## src/rtl/logic_unit_pkg.sv

```systemverilog
// Shared types and the per-bit logic function for the sequential logic unit.
// Optional feature macro used by the top: LOGIC_UNIT_POPCNT_EN (adds popcnt output).
package logic_unit_pkg;

    // Operation codes, sampled on operand accept
    typedef enum logic [2:0] {
        OP_AND   = 3'b000,
        OP_OR    = 3'b001,
        OP_XOR   = 3'b010,
        OP_NOR   = 3'b011,
        OP_ANDN  = 3'b100,
        OP_ORN   = 3'b101,
        OP_XNOR  = 3'b110,
        OP_PASSA = 3'b111
    } op_e;

    // Control FSM states
    typedef enum logic [1:0] {
        ST_IDLE = 2'd0,
        ST_RUN  = 2'd1,
        ST_DONE = 2'd2
    } state_e;

    // Evaluates the selected op on one bit position; the slice evaluator
    // replicates this across its CHUNK lanes, so any slice width works
    // without a width-specific function.
    function automatic logic lu_op_bit(input op_e op, input logic a, input logic b);
        logic r;
        case (op)
            OP_AND:   r = a & b;
            OP_OR:    r = a | b;
            OP_XOR:   r = a ^ b;
            OP_NOR:   r = ~(a | b);
            OP_ANDN:  r = a & ~b;
            OP_ORN:   r = a | ~b;
            OP_XNOR:  r = ~(a ^ b);
            default:  r = a;  // OP_PASSA
        endcase
        return r;
    endfunction

endpackage

```

## src/rtl/logic_slice.sv

```systemverilog
// Combinational CHUNK-wide op evaluator with slice zero detect.
module logic_slice
    import logic_unit_pkg::*;
#(
    parameter int CHUNK = 8
) (
    input  op_e              op,
    input  logic [CHUNK-1:0] a,
    input  logic [CHUNK-1:0] b,
    output logic [CHUNK-1:0] res,
    output logic             zero
);

    // One op lane per bit of the slice
    for (genvar gi = 0; gi < CHUNK; gi++) begin : g_lane
        assign res[gi] = lu_op_bit(op, a[gi], b[gi]);
    end

    assign zero = ~|res;

endmodule

```

## src/rtl/logic_unit_seq.sv

```systemverilog
// Multi-cycle bitwise logic unit: processes CHUNK bits per clock over
// WIDTH/CHUNK cycles, valid/ready on both sides, with a zero flag.
// Optional feature: define LOGIC_UNIT_POPCNT_EN to add the popcnt output
// (number of 1 bits in res, accumulated per slice).
module logic_unit_seq
    import logic_unit_pkg::*;
#(
    parameter int WIDTH = 32,
    parameter int CHUNK = 8
) (
    input  logic             clk,
    input  logic             rst_n,
    input  logic             in_valid,
    output logic             in_ready,
    input  logic [2:0]       op,
    input  logic [WIDTH-1:0] a,
    input  logic [WIDTH-1:0] b,
    input  logic             flush,
    output logic             out_valid,
    input  logic             out_ready,
    output logic [WIDTH-1:0] res,
    output logic             zero
`ifdef LOGIC_UNIT_POPCNT_EN
    ,
    output logic [$clog2(WIDTH+1)-1:0] popcnt
`endif
);

    localparam int NCHUNK = WIDTH / CHUNK;
    localparam int CNT_W  = (NCHUNK > 1) ? $clog2(NCHUNK) : 1;
    localparam logic [CNT_W-1:0] LAST_CNT = CNT_W'(NCHUNK - 1);

    state_e             state_reg;
    op_e                op_reg;
    logic [WIDTH-1:0]   a_reg;
    logic [WIDTH-1:0]   b_reg;
    logic [CNT_W-1:0]   cnt_reg;
    logic               zero_acc_reg;
    logic [WIDTH-1:0]   res_reg;
    logic [WIDTH-1:0]   res_next;
    logic               zero_reg;
    logic               in_ready_reg;
    logic               out_valid_reg;

    logic [CHUNK-1:0]   a_chunks [NCHUNK];
    logic [CHUNK-1:0]   b_chunks [NCHUNK];
    logic [CHUNK-1:0]   a_slice;
    logic [CHUNK-1:0]   b_slice;
    logic [CHUNK-1:0]   slice_res;
    logic               slice_zero;

    // Split the latched operands into chunk views and build the result
    // image with the current slice replaced by the evaluator output
    for (genvar gi = 0; gi < NCHUNK; gi++) begin : g_chunk
        assign a_chunks[gi] = a_reg[gi*CHUNK +: CHUNK];
        assign b_chunks[gi] = b_reg[gi*CHUNK +: CHUNK];
        assign res_next[gi*CHUNK +: CHUNK] =
            (cnt_reg == CNT_W'(gi)) ? slice_res : res_reg[gi*CHUNK +: CHUNK];
    end

    // Counter-indexed slice mux feeding the single evaluator
    assign a_slice = a_chunks[cnt_reg];
    assign b_slice = b_chunks[cnt_reg];

    logic_slice #(
        .CHUNK (CHUNK)
    ) u_slice (
        .op   (op_reg),
        .a    (a_slice),
        .b    (b_slice),
        .res  (slice_res),
        .zero (slice_zero)
    );

`ifdef LOGIC_UNIT_POPCNT_EN
    localparam int PC_W = $clog2(WIDTH + 1);

    logic [PC_W-1:0] popcnt_reg;
    logic [PC_W-1:0] slice_pop;

    // Number of set bits in the slice being written this cycle
    always_comb begin
        slice_pop = '0;
        for (int i = 0; i < CHUNK; i++) begin
            slice_pop = slice_pop + PC_W'(slice_res[i]);
        end
    end

    assign popcnt = popcnt_reg;
`endif

    // Control FSM: accept operands, walk the slices, hold the result until taken
    always_ff @(posedge clk or negedge rst_n) begin
        if (!rst_n) begin
            state_reg     <= ST_IDLE;
            op_reg        <= OP_AND;
            a_reg         <= '0;
            b_reg         <= '0;
            cnt_reg       <= '0;
            zero_acc_reg  <= 1'b0;
            res_reg       <= '0;
            zero_reg      <= 1'b0;
            in_ready_reg  <= 1'b1;
            out_valid_reg <= 1'b0;
`ifdef LOGIC_UNIT_POPCNT_EN
            popcnt_reg    <= '0;
`endif
        end else if (flush) begin
            // Abort wins over accept and delivery; res keeps stale content
            state_reg     <= ST_IDLE;
            cnt_reg       <= '0;
            in_ready_reg  <= 1'b1;
            out_valid_reg <= 1'b0;
`ifdef LOGIC_UNIT_POPCNT_EN
            popcnt_reg    <= '0;
`endif
        end else begin
            case (state_reg)
                ST_IDLE: begin
                    if (in_valid) begin
                        a_reg        <= a;
                        b_reg        <= b;
                        op_reg       <= op_e'(op);
                        cnt_reg      <= '0;
                        zero_acc_reg <= 1'b1;
                        in_ready_reg <= 1'b0;
                        state_reg    <= ST_RUN;
`ifdef LOGIC_UNIT_POPCNT_EN
                        popcnt_reg   <= '0;
`endif
                    end
                end
                ST_RUN: begin
                    res_reg      <= res_next;
                    zero_acc_reg <= zero_acc_reg & slice_zero;
`ifdef LOGIC_UNIT_POPCNT_EN
                    popcnt_reg   <= popcnt_reg + slice_pop;
`endif
                    if (cnt_reg == LAST_CNT) begin
                        cnt_reg       <= '0;
                        zero_reg      <= zero_acc_reg & slice_zero;
                        out_valid_reg <= 1'b1;
                        state_reg     <= ST_DONE;
                    end else begin
                        cnt_reg <= cnt_reg + CNT_W'(1);
                    end
                end
                ST_DONE: begin
                    if (out_ready) begin
                        out_valid_reg <= 1'b0;
                        in_ready_reg  <= 1'b1;
                        state_reg     <= ST_IDLE;
                    end
                end
                default: begin
                    state_reg     <= ST_IDLE;
                    in_ready_reg  <= 1'b1;
                    out_valid_reg <= 1'b0;
                end
            endcase
        end
    end

    assign in_ready  = in_ready_reg;
    assign out_valid = out_valid_reg;
    assign res       = res_reg;
    assign zero      = zero_reg;

endmodule

```

## config.mk

```make
export PLATFORM = sky130hd
export DESIGN_NAME = logic_unit_seq
export DESIGN_NICKNAME = d
export VERILOG_FILES = /design/src/rtl/logic_unit_pkg.sv /design/src/rtl/logic_slice.sv /design/src/rtl/logic_unit_seq.sv
export SDC_FILE = /design/constraint.sdc
export NUM_CORES = 1
export LEC_CHECK = 0
export CAP_MARGIN = 40
export CORE_MARGIN = 2
export CORE_UTILIZATION = 50
export CTS_CLUSTER_SIZE = 24
export DETAILED_ROUTE_END_ITERATION = 8
export PLACE_DENSITY_LB_ADDON = 0.15
export SLEW_MARGIN = 20
export SYNTH_ARGS = -nofsm -noshare
export SYNTH_HDL_FRONTEND = slang
export SYNTH_HIERARCHICAL = 1
export SYNTH_SLANG_ARGS = --single-unit
```

## constraint.sdc

```tcl
create_clock -name clk -period 3.8 [get_ports clk]
set_clock_uncertainty 0.2 [all_clocks]
set_input_delay 0.76 -clock clk [delete_from_list [all_inputs] [get_ports clk]]
set_output_delay 0.76 -clock clk [all_outputs]
set_load 0.02 [all_outputs]
```

==> impl_metrics.yaml, run 1 <==
logic_synthesis:
  yosysTopAreaCellShare_pct: 48.9
  yosysMostFrequentCell: "dfrtp_1"
  netlist_top_cells_count: "dfrtp_1, mux2_2, inv_1, ha_1, mux4_2"
  synth_edf_count: 0
  yosys_warnings: 6
  yosysTopAreaCell: "dfrtp_1"
  async_reset_ff_share_pct: 100
  synth_area_sq_mm: 0.00542
  syn_nets: 477
  syn_avg_cell_area_sq_um: 14.1
  synth_cell_type_count: 45
  ys_seq_area_share_pct: 49.4
  netlist_top_cells_area: "dfrtp_1, mux2_2, mux4_2, ha_1, mux2i_1"
  yosys_most_used_dff: "dfrtp_1"
  synthCells: 385
  synth_seq_cells: 107
setup_path:
  path_cells: "buf_12, mux4_2, inv_1, ha_1, xor2_1, mux4_2, or4_1, nor4_2, o31a_1, a211o_1"
  cp_max_fo: 9
  cpMostUsedCell: "mux4_2"
  crit_required_ns: 3.89
  startpoint: "cnt_reg[0]$_DFFE_PN0P_"
  slowest_stage: "or4_1"
  crit_type: "flip-flop to flip-flop"
  slowest_delay_ns: 0.55
  worstReg2RegStart: "cnt_reg[0]$_DFFE_PN0P_"
  worst_setup_path_end_kind: "flip-flop"
  startpoint_type: "flip-flop"
  arrival_ns: 3.59
cts:
  cts_buffers: 9
  clock-sinks: 107
  clk_latency_ns: 0.36
  clkTransAtPathRegs_ns: 0.10
  cts_tree: "yes"
  htree_num_levels: 3
  cts_buffer_depth: 2
  cts_root_buffer: "clkbuf_8"
  cts_resized: 0
  cts_hold_buf: 0
  postCtsSetupBuffers: 0
timing:
  setup_violations: 0
  fin_crit_ns: 3.49
  timing.hold.ws_ns: 0.192
  setup-tns-final_ns: 0
  rsz0062_at_grt: "no"
  fin_crit_sh_pct: 92.0
  relSlewSlack_pct: 59.2
  maxSlewViolCount: 0
  hold_viol_final: 0
  tightestPinTransition_ns: 0.612
  clock.fmax_ghz: 0.286
pwr:
  swShare_pct: 32.4
  ir_worst_vdd_v: 0.000275
  cellLeakagePower_nw: 2.87
  seqPwrFrac_pct: 45.4
  p_comb_share_pct: 36.6
  switching_power_mw: 1.10
  clockPowerShare_pct: 18.0
  internal_power_mw: 2.30
  pwr_density_cell_mw_per_mm2: 501
placement:
  port_buffers: 106
  routabilityCongestion: 0.778
  dp_hpwl_um: 7970
routing:
  drt-initial-drc-count: 106
  via_per_inst: 5.34
  dr_total_vias: 3373
  ant_nets: 0
  drtPass1Iterations: 4
  drc: 0
  wl_per_cell_um: 16.6
  wirelength_um: 10500
floorplanning:
  ioPinCount: 107
  die-area_sq_mm: 0.0117
  placeableCoreArea_sq_mm: 0.0107
  start_util_pct: 50.7
  die_w_um: 108
  fp-row-count: 38
  die_height_um: 108
cells_and_area:
  drive_gt1_share_pct: 31.7
  area_growth_pct: 25.3
  fin_nets: 580
  antennaDiodeCount: 0
run_status:
  outcome: "complete, no violations"
global_routing:
  overflow: 0
  grt_max_degree: 69
  antenna_found_initial: 0
  track_usage_pct: 19.0
  grt_pass1_vias: 3460
  grt_pass1_wl_um: 17300
job:
  cap_viol_max_count: 0
hold_path:
  min_path_type: "primary input to asynchronous set/reset pin"
stage by stage:
stage / setup WS [ns] / utilization, % / std cells / cell area (sq um) / power, mW
final: 0.305 / 63.5 / 632 / 6790 / 3.40
after CTS: 0.270 / 63.5 / 632 / 6790 / 3.44
after floorplan: 0.423 / - / 385 / 5420 / 2.35
after global placement: 0.386 / 62.0 / 617 / 6630 / 2.78
after detailed placement: 0.312 / 62.0 / 617 / 6630 / 2.83
after global routing: 0.0371 / 63.5 / 632 / 6790 / 3.62
area by class of cell:
type                            count  area, sq um
Clock buffer                       10          128
Multi-Input combinational cell    231         2510
Timing Repair Buffer              117         1180
Fill cell                         844         3900
Tap cell                          140          175
Inverter                           22         82.6
Sequential cell                   107         2680
Clock inverter                      5         38.8
final timing paths:
| kind | end | slack (ns) | cells after the start |
|---|---|---|---|
| max | zero_acc_reg$_DFFE_PN0P_ | 0.31 | 10 |
| min | res[23]$_DFFE_PN0P_ | 0.19 | 1 |
| max reg2reg | zero_acc_reg$_DFFE_PN0P_ | 0.31 | 10 |
| min reg2reg | a_reg[7]$_DFFE_PN0P_ | 0.31 | 1 |
| max in group asynchronous | in_ready$_DFFE_PN1P_ | 2.46 | 2 |
| min in group clk | a_reg[7]$_DFFE_PN0P_ | 0.31 | 1 |
worst max-delay path: cells and delay by family, from the launching register on:
kind	cells	cell delay (ns)
flip-flops	1	0.49
AO/OA/AOI/OAI	2	0.24
XOR/XNOR	1	0.14
buffers and inverters	2	0.30
AND/OR/NAND/NOR	2	0.76
multiplexers	2	1.05
adder cells (fa/ha/maj)	1	0.25
cells by family after synthesis:
kind of cell,share of synthesized area (%)
multiplexers,30.5
AO/OA/AOI/OAI,4.04
buffers and inverters,4.38
flip-flops,49.4
adder cells (fa/ha/maj),4.61
AND/OR/NAND/NOR,4.43
XOR/XNOR,2.58
layer usage:
| layer | share of wire [%] | global-route usage [%] |
|---|---|---|
| met1 | 46 | 26.7 |
| met2 | 48 | 30.7 |
| met3 | 4.2 | 2.53 |
| met4 | 1.8 | 6.59 |
| met5 | 0 | 0 |
power groups by stage:
stage	Sequential [mW]	Clock (mW)	Combinational, mW
floorplan	1.62	0	0.734
global placement	1.56	0	1.22
detailed placement	1.58	0	1.25
CTS	1.55	0.637	1.26
global route	1.58	0.685	1.35
finish	1.55	0.614	1.25
layout by cell type, fill, tap and decap left out, drive strengths merged, types with 2 or more instances in the layout:
master,n
xor2,10
o21ai,3
dfrtp,106
ha,20
mux2,103
clkbuf,10
nor4bb,3
clkinv,2
nor2b,5
a221oi,2
xnor2,6
inv,24
mux2i,11
nand2,5
clkdlybuf4s50,105
a32oi,2
mux4,17
a21oi,5
buf,12
o221ai,2
o32a,3
or3b,2
a22oi,3
nand2b,3
nor2,9
Power figures use the tool's default switching activity.
==> run 2, diff against run 1 <==
--- a/config.mk
+++ b/config.mk
@@ -7,7 +7,7 @@
 export LEC_CHECK = 0
 export CAP_MARGIN = 40
 export CORE_MARGIN = 2
-export CORE_UTILIZATION = 50
+export CORE_UTILIZATION = 52
 export CTS_CLUSTER_SIZE = 24
 export DETAILED_ROUTE_END_ITERATION = 8
 export PLACE_DENSITY_LB_ADDON = 0.15
==> impl_metrics.yaml, run 2 (synthesis results as in run 1) <==
setup_path:
  crit_type: "flip-flop to flip-flop"
  arrival_ns: 3.62
  crit_required_ns: 3.92
  cp_max_fo: 20
  startpoint_type: "flip-flop"
  worst_setup_path_end_kind: "flip-flop"
  reg2reg_slack_ns: 0.31
timing:
  final.setup.worst_slack_ns: 0.310
  relSlewSlack_pct: 56.2
  setup_violations: 0
  hold_viol_final: 0
  rsz0062_at_grt: "no"
  fin_crit_sh_pct: 91.8
  setup-tns-final_ns: 0
  fin_crit_ns: 3.49
  maxSlewViolCount: 0
  clock.fmax_ghz: 0.287
  tightestPinTransition_ns: 0.658
routing:
  drtPass1Iterations: 6
  drc: 0
  drt-initial-drc-count: 162
  wl_per_cell_um: 16.5
  wirelength_um: 10400
  ant_nets: 0
  via_per_inst: 5.42
  dr_total_vias: 3410
pwr:
  cellLeakagePower_nw: 2.88
  pwr_density_cell_mw_per_mm2: 506
  ir_worst_vdd_v: 0.000279
  finalPower_mw: 3.44
cts:
  cts_buffers: 9
  htree_num_levels: 3
  cts_hold_buf: 0
  clkTransAtPathRegs_ns: 0.11
  cts_resized: 0
  postCtsSetupBuffers: 0
  cts_buffer_depth: 2
  clock-sinks: 107
  cts_root_buffer: "clkbuf_8"
  cts_tree: "yes"
  clk_latency_ns: 0.38
cells_and_area:
  antennaDiodeCount: 0
  drive_gt1_share_pct: 31.8
  stdcell_count: 629
  area_growth_pct: 25.5
  fin_util_pct: 66.5
  layout_common_cells: "dfrtp_1, clkdlybuf4s50_1, mux2_2"
  fin_nets: 580
  layout.cells.most_common: "dfrtp_1"
floorplanning:
  fp-row-count: 37
  die_w_um: 106
  placeableCoreArea_sq_mm: 0.0102
  die-area_sq_mm: 0.0113
  ioPinCount: 107
  die_height_um: 106
  start_util_pct: 53.0
global_routing:
  grt_pass1_wl_um: 17200
  grt_pass1_vias: 3461
  track_usage_pct: 19.6
  antenna_found_initial: 0
  grt_max_degree: 57
  overflow: 0
placement:
  dpl_worst_slack_ns: 0.349
  port_buffers: 106
  placedCellCount: 613
  dp_hpwl_um: 7900
  routabilityCongestion: 0.832
run_status:
  outcome: "complete, no violations"
job:
  cap_viol_max_count: 0
hold_path:
  min_path_type: "primary input to asynchronous set/reset pin"
-- run 2: cell types whose count changed in the layout (fill, tap and decap cells not counted), sizes merged --
| cell | previous run | this run |
|---|---|---|
| inv | 24 | 25 |
| clkinv | 2 | 1 |
| clkbuf | 10 | 11 |
-- run 2: worst paths after layout --
| check | start | cells past startpoint | to |
|---|---|---|---|
| max reg2reg | cnt_reg[0]$_DFFE_PN0P_ | 10 | zero_acc_reg$_DFFE_PN0P_ |
| min in group clk | b_reg[9]$_DFFE_PN0P_ | 1 | b_reg[9]$_DFFE_PN0P_ |
| min reg2reg | b_reg[9]$_DFFE_PN0P_ | 1 | b_reg[9]$_DFFE_PN0P_ |
| min | rst_n | 1 | a_reg[5]$_DFFE_PN0P_ |
| max | cnt_reg[0]$_DFFE_PN0P_ | 10 | zero_acc_reg$_DFFE_PN0P_ |
| max in group asynchronous | rst_n | 2 | in_ready$_DFFE_PN1P_ |
-- run 2: layer usage --
metal / vias up / routed length [um] / global-route usage, %
li1: 1599 / - / -
met1: 1722 / 4740 / 26.6
met2: 79 / 5150 / 32.4
met3: 10 / 370 / 2.82
met4: 0 / 146 / 6.95
met5: - / 0 / 0
-- run 2: power breakdown --
| part | switching, mW | leakage, nW | total [mW] | internal [mW] |
|---|---|---|---|---|
| logic | 0.555 | 1.48 | 1.24 | 0.686 |
| registers | 0.166 | 1.31 | 1.54 | 1.38 |
| clock network | 0.391 | 0.0909 | 0.656 | 0.265 |
-- run 2: final cells by class --
type	count	area (sq um)
clock inverter	5	42.5
sequential	107	2680
tap	136	170
fill	775	3420
timing repair buffer	117	1180
clock buffer	11	141
inverter	22	82.6
multi-input combinational	231	2510
-- run 2: through the flow --
stage	hold WS [ns]	area [sq um]
6_report	0.207	6810
4_1_cts	0.219	6810
5_1_grt	0.256	6810
3_3_place_gp	0.285	6620
2_1_floorplan	0.264	5420
3_5_place_dp	0.290	6620
-- run 2: worst max-delay path, stage by stage, from the launching register on --
cell,delay [ns]
dfrtp_1,0.40
buf_12,0.20
mux4_2,0.53
inv_1,0.12
ha_1,0.26
xor2_1,0.14
mux4_2,0.53
or4_1,0.56
nor4_2,0.22
o31a_1,0.17
a211o_1,0.10
